### src/rtl/ibuffer_queue.sv
// -----------------------------------------------------------------------------
// ibuffer_queue
//   Circular instruction buffer between the fetch unit and ctrlblock. Fetch
//   pushes one {inst, pc} per cycle, and ctrlblock pops one per cycle. Both
//   sides use valid/ready handshakes. A frontend redirect flushes every held
//   entry by resetting the pointers and the count.
//
//   Optional feature (macro IBUF_BYPASS_EN): when the buffer is empty, the
//   fetch entry is presented to ctrlblock in the same cycle.
//
// Ports
//   clock, reset_n       rising-edge clock, asynchronous active-low reset
//   ifu_valid/ifu_ready  fetch-side handshake
//   ifu_inst, ifu_pc     fetched entry
//   redirect_valid       flush request, which has priority over everything else
//   ibuffer_instr_valid  head entry valid toward ctrlblock
//   ibuffer_ready        ctrlblock consumes the head this cycle
//   ibuffer_inst_out/pc  head entry, or zero when not valid
//   ibuffer_count        number of entries currently held
// -----------------------------------------------------------------------------
module ibuffer_queue #(
  parameter int DEPTH  = 8,
  parameter int INST_W = 32,
  parameter int PC_W   = 48
) (
  input  logic                     clock,
  input  logic                     reset_n,
  input  logic                     ifu_valid,
  output logic                     ifu_ready,
  input  logic [INST_W-1:0]        ifu_inst,
  input  logic [PC_W-1:0]          ifu_pc,
  input  logic                     redirect_valid,
  output logic                     ibuffer_instr_valid,
  input  logic                     ibuffer_ready,
  output logic [INST_W-1:0]        ibuffer_inst_out,
  output logic [PC_W-1:0]          ibuffer_pc_out,
  output logic [$clog2(DEPTH):0]   ibuffer_count
);

  localparam int PTR_W = $clog2(DEPTH);
  localparam int CNT_W = PTR_W + 1;

  logic [PTR_W-1:0]  wr_ptr;
  logic [PTR_W-1:0]  rd_ptr;
  logic [CNT_W-1:0]  count;

  logic [INST_W-1:0] mem_inst [DEPTH];
  logic [PC_W-1:0]   mem_pc   [DEPTH];

  logic held_valid;  // the stored head is presentable
  logic bypass;      // the fetch entry is presented directly (empty buffer)
  logic enq;
  logic deq;

  assign held_valid = (count != '0) && !redirect_valid;

  // Readiness depends only on occupancy. A dequeue in the same cycle does not
  // free a slot for fetch.
  assign ifu_ready = (count != CNT_W'(DEPTH)) && !redirect_valid;

`ifdef IBUF_BYPASS_EN
  assign bypass = (count == '0) && ifu_valid && !redirect_valid;
`else
  assign bypass = 1'b0;
`endif

  // A bypassed entry that ctrlblock takes immediately is never written.
  assign enq = ifu_valid && ifu_ready && !(bypass && ibuffer_ready);
  assign deq = held_valid && ibuffer_ready;

  assign ibuffer_instr_valid = held_valid || bypass;
  assign ibuffer_count       = count;

  // NOTE: every output gets a default first, so this block cannot infer a latch.
  always_comb begin
    ibuffer_inst_out = '0;
    ibuffer_pc_out   = '0;
    if (held_valid) begin
      ibuffer_inst_out = mem_inst[rd_ptr];
      ibuffer_pc_out   = mem_pc[rd_ptr];
    end
`ifdef IBUF_BYPASS_EN
    else if (bypass) begin
      ibuffer_inst_out = ifu_inst;
      ibuffer_pc_out   = ifu_pc;
    end
`endif
  end

  // NOTE: state updates use non-blocking assignments, so all registers
  // sample pre-edge values.
  always_ff @(posedge clock or negedge reset_n) begin
    if (!reset_n) begin
      wr_ptr <= '0;
      rd_ptr <= '0;
      count  <= '0;
    end else if (redirect_valid) begin
      wr_ptr <= '0;
      rd_ptr <= '0;
      count  <= '0;
    end else begin
      if (enq) wr_ptr <= wr_ptr + 1'b1;  // natural wrap DEPTH-1 -> 0
      if (deq) rd_ptr <= rd_ptr + 1'b1;
      case ({enq, deq})
        2'b10:   count <= count + 1'b1;
        2'b01:   count <= count - 1'b1;
        default: count <= count;
      endcase
    end
  end

  // NOTE: the storage array has no reset. Its entries are qualified by count,
  // and a redirect leaves stale data in place.
  always_ff @(posedge clock) begin
    if (enq) begin
      mem_inst[wr_ptr] <= ifu_inst;
      mem_pc[wr_ptr]   <= ifu_pc;
    end
  end

  a_no_overflow: assert property (@(posedge clock) disable iff (!reset_n)
    !(enq && count == CNT_W'(DEPTH)));
  a_no_underflow: assert property (@(posedge clock) disable iff (!reset_n)
    !(deq && count == '0));

endmodule
### config.mk
export PLATFORM = sky130hd
export DESIGN_NAME = ibuffer_queue
export DESIGN_NICKNAME = d
export VERILOG_FILES = /design/src/rtl/ibuffer_queue.sv
export SDC_FILE = /design/constraint.sdc
export NUM_CORES = 1
export LEC_CHECK = 0
export ABC_AREA = 1
export CAP_MARGIN = 5
export CORE_AREA = 2 2 239 289
export DETAILED_ROUTE_END_ITERATION = 8
export DIE_AREA = 0 0 241 291
export SYNTH_ARGS = -nofsm -noshare
export SYNTH_HDL_FRONTEND = slang
export SYNTH_SLANG_ARGS = --single-unit
### constraint.sdc
create_clock -name clock -period 4.4 [get_ports clock]
set_input_delay 0.66 -clock clock [delete_from_list [all_inputs] [get_ports clock]]
set_output_delay 0.66 -clock clock [all_outputs]
set_load 0.005 [all_outputs]
==> results_dict.tcl, run 1 <==
set metrics [dict create \
    drtIter0Drc 1275 \
    setup_viol 0 \
    yosys.area.top_type "edfxtp_1" \
    crit_type "flop to output pin" \
    critPathLaunch "rd_ptr[0]" \
    crit_path_cell_trace "inv_8 > buf_4 > o21ai_0 > o22ai_1 > o21ai_1 > a31oi_1 > clkdlybuf4s50_1" \
    startpoint_type "flop" \
    hp-class "input pin to async pin" \
    multiInputGateArea_um2 5230 \
    initial_core_util 0.376 \
    drc 0 \
    status "finished, final reports clean" \
    synth-edff-count 640 \
    antenna_left 0 \
    cts_setup_buffers 0 \
    antenna_found_initial 5 \
    worst_pin_slew_ps 742 \
    vias 15800 \
    skew_ps 20.2 \
    tritoncts "done" \
    synth-seq-cells 650 \
    root_buffer "clkbuf_16" \
    synth_most_common_cell "edfxtp_1" \
    core_area_um2 67500 \
    stdcell_count 3026 \
    drt_first_pass_iters 5 \
    powerDensity_nw_per_um2 571 \
    ios 171 \
    syn_inst 1910 \
    synth_nets 1999 \
    die-area_um2 70100 \
    peakVddDrop_v 0.000340 \
    clkTransAtPathRegs_ps 60 \
    grt_pass1_wl_um 94200 \
    layout-drive-gt1-share 0.0766 \
    p_leak_uw 0.00976 \
    layout.nets 2154 \
    end_kind "output pin" \
    yosysWarnings 0 \
    die_w_um 241 \
    synth_area_um2 25400 \
    synth.avg_cell_area_um2 13.3 \
    insertion_delay_ps 590 \
    maxSlewViolCount 0 \
    ys.flop_type "edfxtp_1" \
    wl_um 61600 \
    grt_pass1_vias 15900 \
    clock.fmax_ghz 0.245 \
    synthArstFlopShare 0.0154 \
    yosysTopAreaCellShare 0.757 \
    ys_seq_area_frac 0.767 \
    finalHoldViolations 0 \
    drv_cap 0 \
    final_core_util 0.450 \
    fillers 6072 \
    crit_arrival_ps 3420 \
    htreeDepth 3 \
    timing.final.crit_share 0.926 \
    worst_path_max_delay_cell "dfrtp_4" \
    rsz0062_at_grt "false" \
    die_h_um 291 \
    hold-worst-slack_ps 391 \
    synth.area.top_cells "edfxtp_1 76%, nor2_1 7.3%, o21ai_0 6.7%" \
    synth.distinct_cells 30 \
    rows 105 \
    layout_min_cycle_time_ps 4080 \
    seq_area_um2 19500 \
    wl_per_cell_um 20.4 \
    finalPower_uw 17400 \
    crit_fanout 76 \
    crit_required_ps 3740 \
    clkSinkCount 650 \
    io_buffers 170 \
    area_growth_pct 19.6 \
    overflow 0 \
    cts_inserted_buffers 67 \
    grt_max_degree 90 \
    place.gp.congestion 0.730 \
    slowest_delay_ps 760 \
    synthTopCellsByCount "640 x edfxtp_1, 492 x nor2_1, 339 x o21ai_0" \
    grt_use_total 0.177 \
    placed_cells 2905 \
    cts_resized 0 \
    ctsHoldBuffers 0 \
    vias_per_cell 5.21 \
    dp_hpwl_um 32800 \
    rr_startpoint "ibuffer_count[3]" \
    setup_tns_ps 0 \
    slew-limit-headroom 0.506 \
    cts_buffer_depth 3 \
]
-- path summary, 6_finish.rpt --
kind	cells after the start	slack (ps)	to
worst max-delay path	7	320	ibuffer_pc_out[5]
max in group asynchronous	1	3630	rd_ptr[1]
worst min register to register	2	580	ibuffer_count[3]
worst max register to register	8	2030	mem_pc[5][1]
min in group clock	2	580	ibuffer_count[3]
worst min-delay path	1	390	ibuffer_count[2]
-- cells by family after synthesis --
| group | synth area share |
|---|---|
| AND/OR/NAND/NOR | 0.0800 |
| AO/OA/AOI/OAI | 0.121 |
| flip-flops | 0.767 |
| adder cells (fa/ha/maj) | 0.00197 |
| buffers and inverters | 0.0296 |
| XOR/XNOR | 0.000690 |
-- report_power, final --
part | internal (µW) | switching [µW] | total (µW)
Combinational | 1740 | 2780 | 4510
Clock | 3330 | 2290 | 5630
Sequential | 7050 | 172 | 7220
Total | 12100 | 5240 | 17400
-- flip-flops by register name (all words and copies together) (netlist names) --
| name | flops |
|---|---|
| mem_inst | 256 |
| rd_ptr | 3 |
| mem_pc | 384 |
| ibuffer_count | 4 |
| wr_ptr | 3 |
-- cells in the final DEF (no fill, tap or decap), types with 12 or more instances in the layout --
master,instances
edfxtp_1,640
nor2_1,484
o21ai_0,339
clkdlybuf4s50_1,170
o22ai_1,81
a31oi_1,80
clkbuf_16,70
o21ai_1,67
buf_4,32
nand2_1,30
inv_1,15
buf_12,15
clkbuf_1,14
clkinv_1,12
-- final cells by class --
cell class / count / area share
timing repair buffer: 217 / 0.0738
multi-input combinational: 1108 / 0.172
inverter: 21 / 0.00313
clock inverter: 36 / 0.0128
tap: 909 / 0.0374
sequential: 650 / 0.641
clock buffer: 84 / 0.0594
antenna: 1 / 0.0000824
-- critical path, delay by kind of cell, from the launching register on --
family,cells,cell delay (ps)
AO/OA/AOI/OAI,4,600
buffers and inverters,3,1430
flip-flops,1,760
-- metal layers --
layer / track usage / part of all wire
met4: 0.0604 / 0.024
met3: 0.0305 / 0.052
met5: 0 / 0.00088
met1: 0.222 / 0.42
met2: 0.307 / 0.51
-- stage by stage --
| step | instance area [µm²] | setup WS, ps |
|---|---|---|
| after floorplan | 25400 | -585 |
| after global placement | 28200 | 722 |
| after detailed placement | 28200 | 699 |
| after CTS | 30400 | 238 |
| after global routing | 30400 | 91.6 |
| final | 30400 | 323 |
Note: power is estimated with default switching activity, not from simulation.
==> run 2: changes to the inputs <==
==> constraint.sdc (replaced) <==
create_clock -name clock -period 4.4 [get_ports clock]
set_input_delay 0.66 -clock clock [delete_from_list [all_inputs] [get_ports clock]]
set_output_delay 0.66 -clock clock [all_outputs]
set_load 0.02 [all_outputs]
==> run 2 against run 1 <==
- setup slack worse by 150 ps
- count of clock-buffer cells in the layout unchanged
- wire length is 0.35% higher
- global-route usage about the same
- critical endpoint is now ibuffer_inst_out[31]
- final cell count about the same
- register-to-register slack worse by 120 ps
- clock power up 2%
- die area unchanged
- clock skew about the same
- sequential share of layout area decreased by 0.063 points
- combinational power rose by 12%
- first-iteration DRC count down 2.3%
==> results_dict.tcl, run 2 (same netlist as run 1, synthesis figures left out) <==
set metrics [dict create \
    drt_first_pass_iters 8 \
    worst_path_max_delay_cell "clkdlybuf4s50_1" \
    antenna_left 0 \
    drtIter0Drc 1246 \
    peakVddDrop_v 0.000354 \
    core_area_um2 67500 \
    crit_type "flop to output pin" \
    dp_hpwl_um 33400 \
    layout_common_cells "640 x edfxtp_1, 484 x nor2_1, 339 x o21ai_0" \
    cts_buffer_depth 3 \
    grt_max_degree 135 \
    crit_path_cell_trace "buf_12 > buf_12 > o21ai_0 > o22ai_1 > o21ai_1 > a31oi_1 > clkdlybuf4s50_1" \
    end_kind "output pin" \
    finalHoldViolations 0 \
    cts_resized 0 \
    grt_pass1_wl_um 93900 \
    slew-limit-headroom 0.433 \
    crit_top_cell "buf_12" \
    clkPwrFrac 0.321 \
    insertion_delay_ps 600 \
    rsz0062_at_grt "false" \
    powerDensity_nw_per_um2 589 \
    wl_um 61800 \
    cts_inserted_buffers 68 \
    status "finished, final reports clean" \
    grt_pass1_vias 15800 \
    worst_pin_slew_ps 850 \
    die-area_um2 70100 \
    place.gp.congestion 0.738 \
    clkSinkCount 650 \
    finalPower_uw 17900 \
    ios 171 \
    rows 105 \
    placed_cells 2905 \
    seq_power_share 0.398 \
    maxSlewViolCount 0 \
    crit_arrival_ps 3570 \
    root_buffer "clkbuf_16" \
    pwr-share-comb 0.281 \
    swShare 0.319 \
    regMostFlops "mem_pc" \
    final_core_util 0.450 \
    stdcell_count 3027 \
    layout-drive-gt1-share 0.0765 \
    vias_per_cell 5.23 \
    clock.fmax_ghz 0.236 \
    crit_required_ps 3740 \
    final_common_cell "edfxtp_1" \
    skew_ps 20.3 \
    grt_use_total 0.177 \
    p_leak_uw 0.00978 \
    slowest_delay_ps 630 \
    p_int_uw 12200 \
    cts_setup_buffers 0 \
    die_h_um 291 \
    vias 15800 \
    antenna_found_initial 4 \
    die_w_um 241 \
    multiInputGateArea_um2 5230 \
    setup_tns_ps 0 \
    htreeDepth 3 \
    crit_fanout 134 \
    initial_core_util 0.376 \
    setup_viol 0 \
    ctsHoldBuffers 0 \
    wl_per_cell_um 20.4 \
    layout.nets 2155 \
    seq_area_um2 19500 \
    cpLargestDelayFamily "buffers and inverters" \
    drc 0 \
    hp-class "input pin to async pin" \
    overflow 0 \
    path_buf_inv 3 \
    tritoncts "done" \
    fillers 6038 \
    io_buffers 170 \
    clkTransAtPathRegs_ps 60 \
    power_switching_uw 5710 \
    hold-worst-slack_ps 402 \
    timing.final.crit_share 0.961 \
    area_growth_pct 19.8 \
    layout_min_cycle_time_ps 4230 \
    largest_reg_flops 384 \
    startpoint_type "flop" \
    drv_cap 0 \
]
## run 2: worst paths after layout
check / from / to / slack [ps] / depth (start not counted)
setup / recovery: rd_ptr[0] / ibuffer_inst_out[31] / 170 / 7
hold / removal: reset_n / ibuffer_count[3] / 400 / 1
setup reg to reg: ibuffer_count[3] / mem_pc[4][14] / 1910 / 8
hold reg to reg: ibuffer_count[0] / ibuffer_count[0] / 590 / 1
max in group asynchronous: reset_n / rd_ptr[0] / 3610 / 1
min in group clock: ibuffer_count[0] / ibuffer_count[0] / 590 / 1
## run 2: stage by stage
stage | instance area, µm² | worst slack [ps]
6_report | 30400 | 170
5_1_grt | 30400 | 5.92
4_1_cts | 30400 | 84.3
3_5_place_dp | 28200 | 609
3_3_place_gp | 28200 | 662
2_1_floorplan | 25400 | -585
## run 2: metal layers
metal,vias up,part of all wire,global-route usage
met4,6,0.028,0.0661
li1,7373,-,-
met1,7888,0.41,0.220
met3,115,0.049,0.0281
met5,-,0.00066,0
met2,447,0.51,0.309
## run 2: area by class of cell
type                       count  area share
antenna                        1   0.0000823
clock inverter                37      0.0149
clock buffer                  84      0.0586
timing repair buffer         217      0.0733
inverter                      21     0.00313
multi-input combinational   1108       0.172
tap                          909      0.0374
sequential                   650       0.641
## run 2: worst reg2reg max path, delay by kind of cell, from the launching register on
| family | cells | cell delay [ps] |
|---|---|---|
| buffers and inverters | 3 | 540 |
| AND/OR/NAND/NOR | 5 | 1160 |
| flip-flops | 1 | 430 |
## run 2: power groups by stage
stage / Combinational, µW / Sequential, µW / Clock (µW)
global route: 5550 / 7150 / 6130
CTS: 5100 / 7130 / 5890
global placement: 5020 / 7250 / 0
floorplan: 3180 / 7280 / 0
finish: 5030 / 7130 / 5750
detailed placement: 5090 / 7260 / 0
==> run 3: changes to the inputs <==
--- a/config.mk
+++ b/config.mk
@@ -7,9 +7,10 @@
 export LEC_CHECK = 0
 export ABC_AREA = 1
 export CAP_MARGIN = 5
-export CORE_AREA = 2 2 239 289
+export CORE_AREA = 2 2 209 252
 export DETAILED_ROUTE_END_ITERATION = 8
-export DIE_AREA = 0 0 241 291
+export DIE_AREA = 0 0 211 254
+export PLACE_DENSITY = 0.72
 export SYNTH_ARGS = -nofsm -noshare
 export SYNTH_HDL_FRONTEND = slang
 export SYNTH_SLANG_ARGS = --single-unit
==> run 3 against run 2 <==
- global-route usage rose by 4.0 points
- largest cell class unchanged
- die area decreased by 24%
- sequential cell count unchanged
- core utilization up 13 points
==> results_dict.tcl, run 3 (same netlist as run 1, synthesis figures left out) <==
set metrics [dict create \
    status "finished, final reports clean" \
    finalPower_uw 17100 \
    p_int_uw 11600 \
    grt_max_degree 163 \
    regMostFlops "mem_pc" \
    area_growth_pct 16.9 \
    rows 91 \
    seq_power_share 0.419 \
    cts_resized 0 \
    die-area_um2 53600 \
    clkPwrFrac 0.291 \
    drc 0 \
    layout.nets 2136 \
    ios 171 \
    power_switching_uw 5550 \
    crit_arrival_ps 3510 \
    finalHoldViolations 0 \
    largest_reg_flops 384 \
    antenna_found_initial 5 \
    grt_pass1_wl_um 89100 \
    peakVddDrop_v 0.000414 \
    die_w_um 211 \
    core_area_um2 51100 \
    crit_fanout 72 \
    grt_use_total 0.218 \
    end_kind "output pin" \
    cts_inserted_buffers 61 \
    p_leak_uw 0.00960 \
    fillers 3906 \
    setup_viol 0 \
    setup_ws_ps 226 \
    drv_cap 0 \
    initial_core_util 0.497 \
    drtIter0Drc 1396 \
    ctsHoldBuffers 0 \
    layout_common_cells "640 x edfxtp_1, 484 x nor2_1, 339 x o21ai_0" \
    clock.fmax_ghz 0.240 \
    cts_setup_buffers 0 \
    startpoint_type "flop" \
    layout_min_cycle_time_ps 4170 \
    drt_first_pass_iters 5 \
    pwr-share-comb 0.289 \
    worst_pin_slew_ps 859 \
    final_common_cell "edfxtp_1" \
    die_h_um 254 \
    hp-class "input pin to async pin" \
    io_buffers 170 \
    root_buffer "clkbuf_16" \
    final_core_util 0.581 \
    overflow 0 \
    antenna_left 0 \
    skew_ps 25.9 \
    wl_per_cell_um 21.3 \
    vias 15800 \
    vias_per_cell 5.74 \
    wl_um 58500 \
    cts_buffer_depth 3 \
    timing.final.crit_share 0.949 \
    layout-drive-gt1-share 0.0677 \
    rsz0062_at_grt "false" \
    clkTransAtPathRegs_ps 70 \
    dp_hpwl_um 29700 \
    crit_type "flop to output pin" \
    powerDensity_nw_per_um2 577 \
    slew-limit-headroom 0.428 \
    tritoncts "done" \
    grt_pass1_vias 15800 \
    multiInputGateArea_um2 5230 \
    maxSlewViolCount 0 \
    clkSinkCount 650 \
    htreeDepth 2 \
    crit_required_ps 3740 \
    swShare 0.324 \
    dp_slack_ps 472 \
    seq_area_um2 19500 \
    insertion_delay_ps 620 \
    place.gp.congestion 0.790 \
]
==> run 3: changes by cell type in the layout (fill, tap and decap cells not counted), moves of 2 or more <==
| cell | change |
|---|---|
| clkinv_1 | +2 |
| clkinv_4 | +2 |
| clkinv_8 | -2 |
| bufinv_16 | -6 |
| clkbuf_16 | -6 |
| buf_4 | -15 |
| buf_12 | +2 |
| inv_6 | -3 |
| clkinv_2 | +5 |
==> run 3: worst max-delay path, cell delays in order, from the launching register on <==
cell	delay (ps)
dfrtp_4	700
inv_8	380
buf_12	340
o21ai_0	130
o22ai_1	260
o21ai_1	120
a31oi_1	200
clkdlybuf4s50_1	640
==> run 3: final cells by class <==
cell class,instances,area share
Antenna cell,2,0.000169
Clock buffer,77,0.0549
Clock inverter,37,0.00931
Inverter,21,0.00308
Multi-Input combinational cell,1108,0.176
Sequential cell,650,0.656
Tap cell,651,0.0274
Timing Repair Buffer,205,0.0730
==> run 3: path summary, 6_finish.rpt <==
path / from / end / slack (ps) / cells after the start
worst max-delay path: rd_ptr[0] / ibuffer_inst_out[17] / 230 / 7
worst min-delay path: reset_n / ibuffer_count[2] / 370 / 1
worst max register to register: ibuffer_count[3] / mem_pc[2][4] / 1840 / 8
worst min register to register: ibuffer_count[0] / ibuffer_count[0] / 570 / 1
max in group asynchronous: reset_n / rd_ptr[1] / 3650 / 1
min in group clock: ibuffer_count[0] / ibuffer_count[0] / 570 / 1
==> run 3: per-layer routing <==
layer / vias up / routed length (µm) / GRT usage / part of all wire
li1: 7336 / - / - / -
met1: 7862 / 23200 / 0.271 / 0.40
met2: 499 / 30700 / 0.388 / 0.52
met3: 100 / 3190 / 0.0373 / 0.055
met4: 6 / 1330 / 0.0676 / 0.023
met5: - / 44 / 0 / 0.00075
==> run 3: power groups by stage <==
stage | clock network [µW] | registers [µW] | logic, µW
floorplan | 0 | 7280 | 3180
global placement | 0 | 7310 | 4860
detailed placement | 0 | 7320 | 4970
CTS | 5090 | 7190 | 5000
global route | 5320 | 7210 | 5430
finish | 4990 | 7190 | 4960
==> run 3: per-stage QoR <==
stage          hold slack, ps  instance area [µm²]  cells  TNS (ps)
3_3_place_gp              550                27800   2635         0
4_1_cts                   342                29700   2749         0
2_1_floorplan             364                25400   1910   -370560
5_1_grt                   379                29700   2751         0
6_report                  369                29700   2751         0
3_5_place_dp              556                27800   2635         0
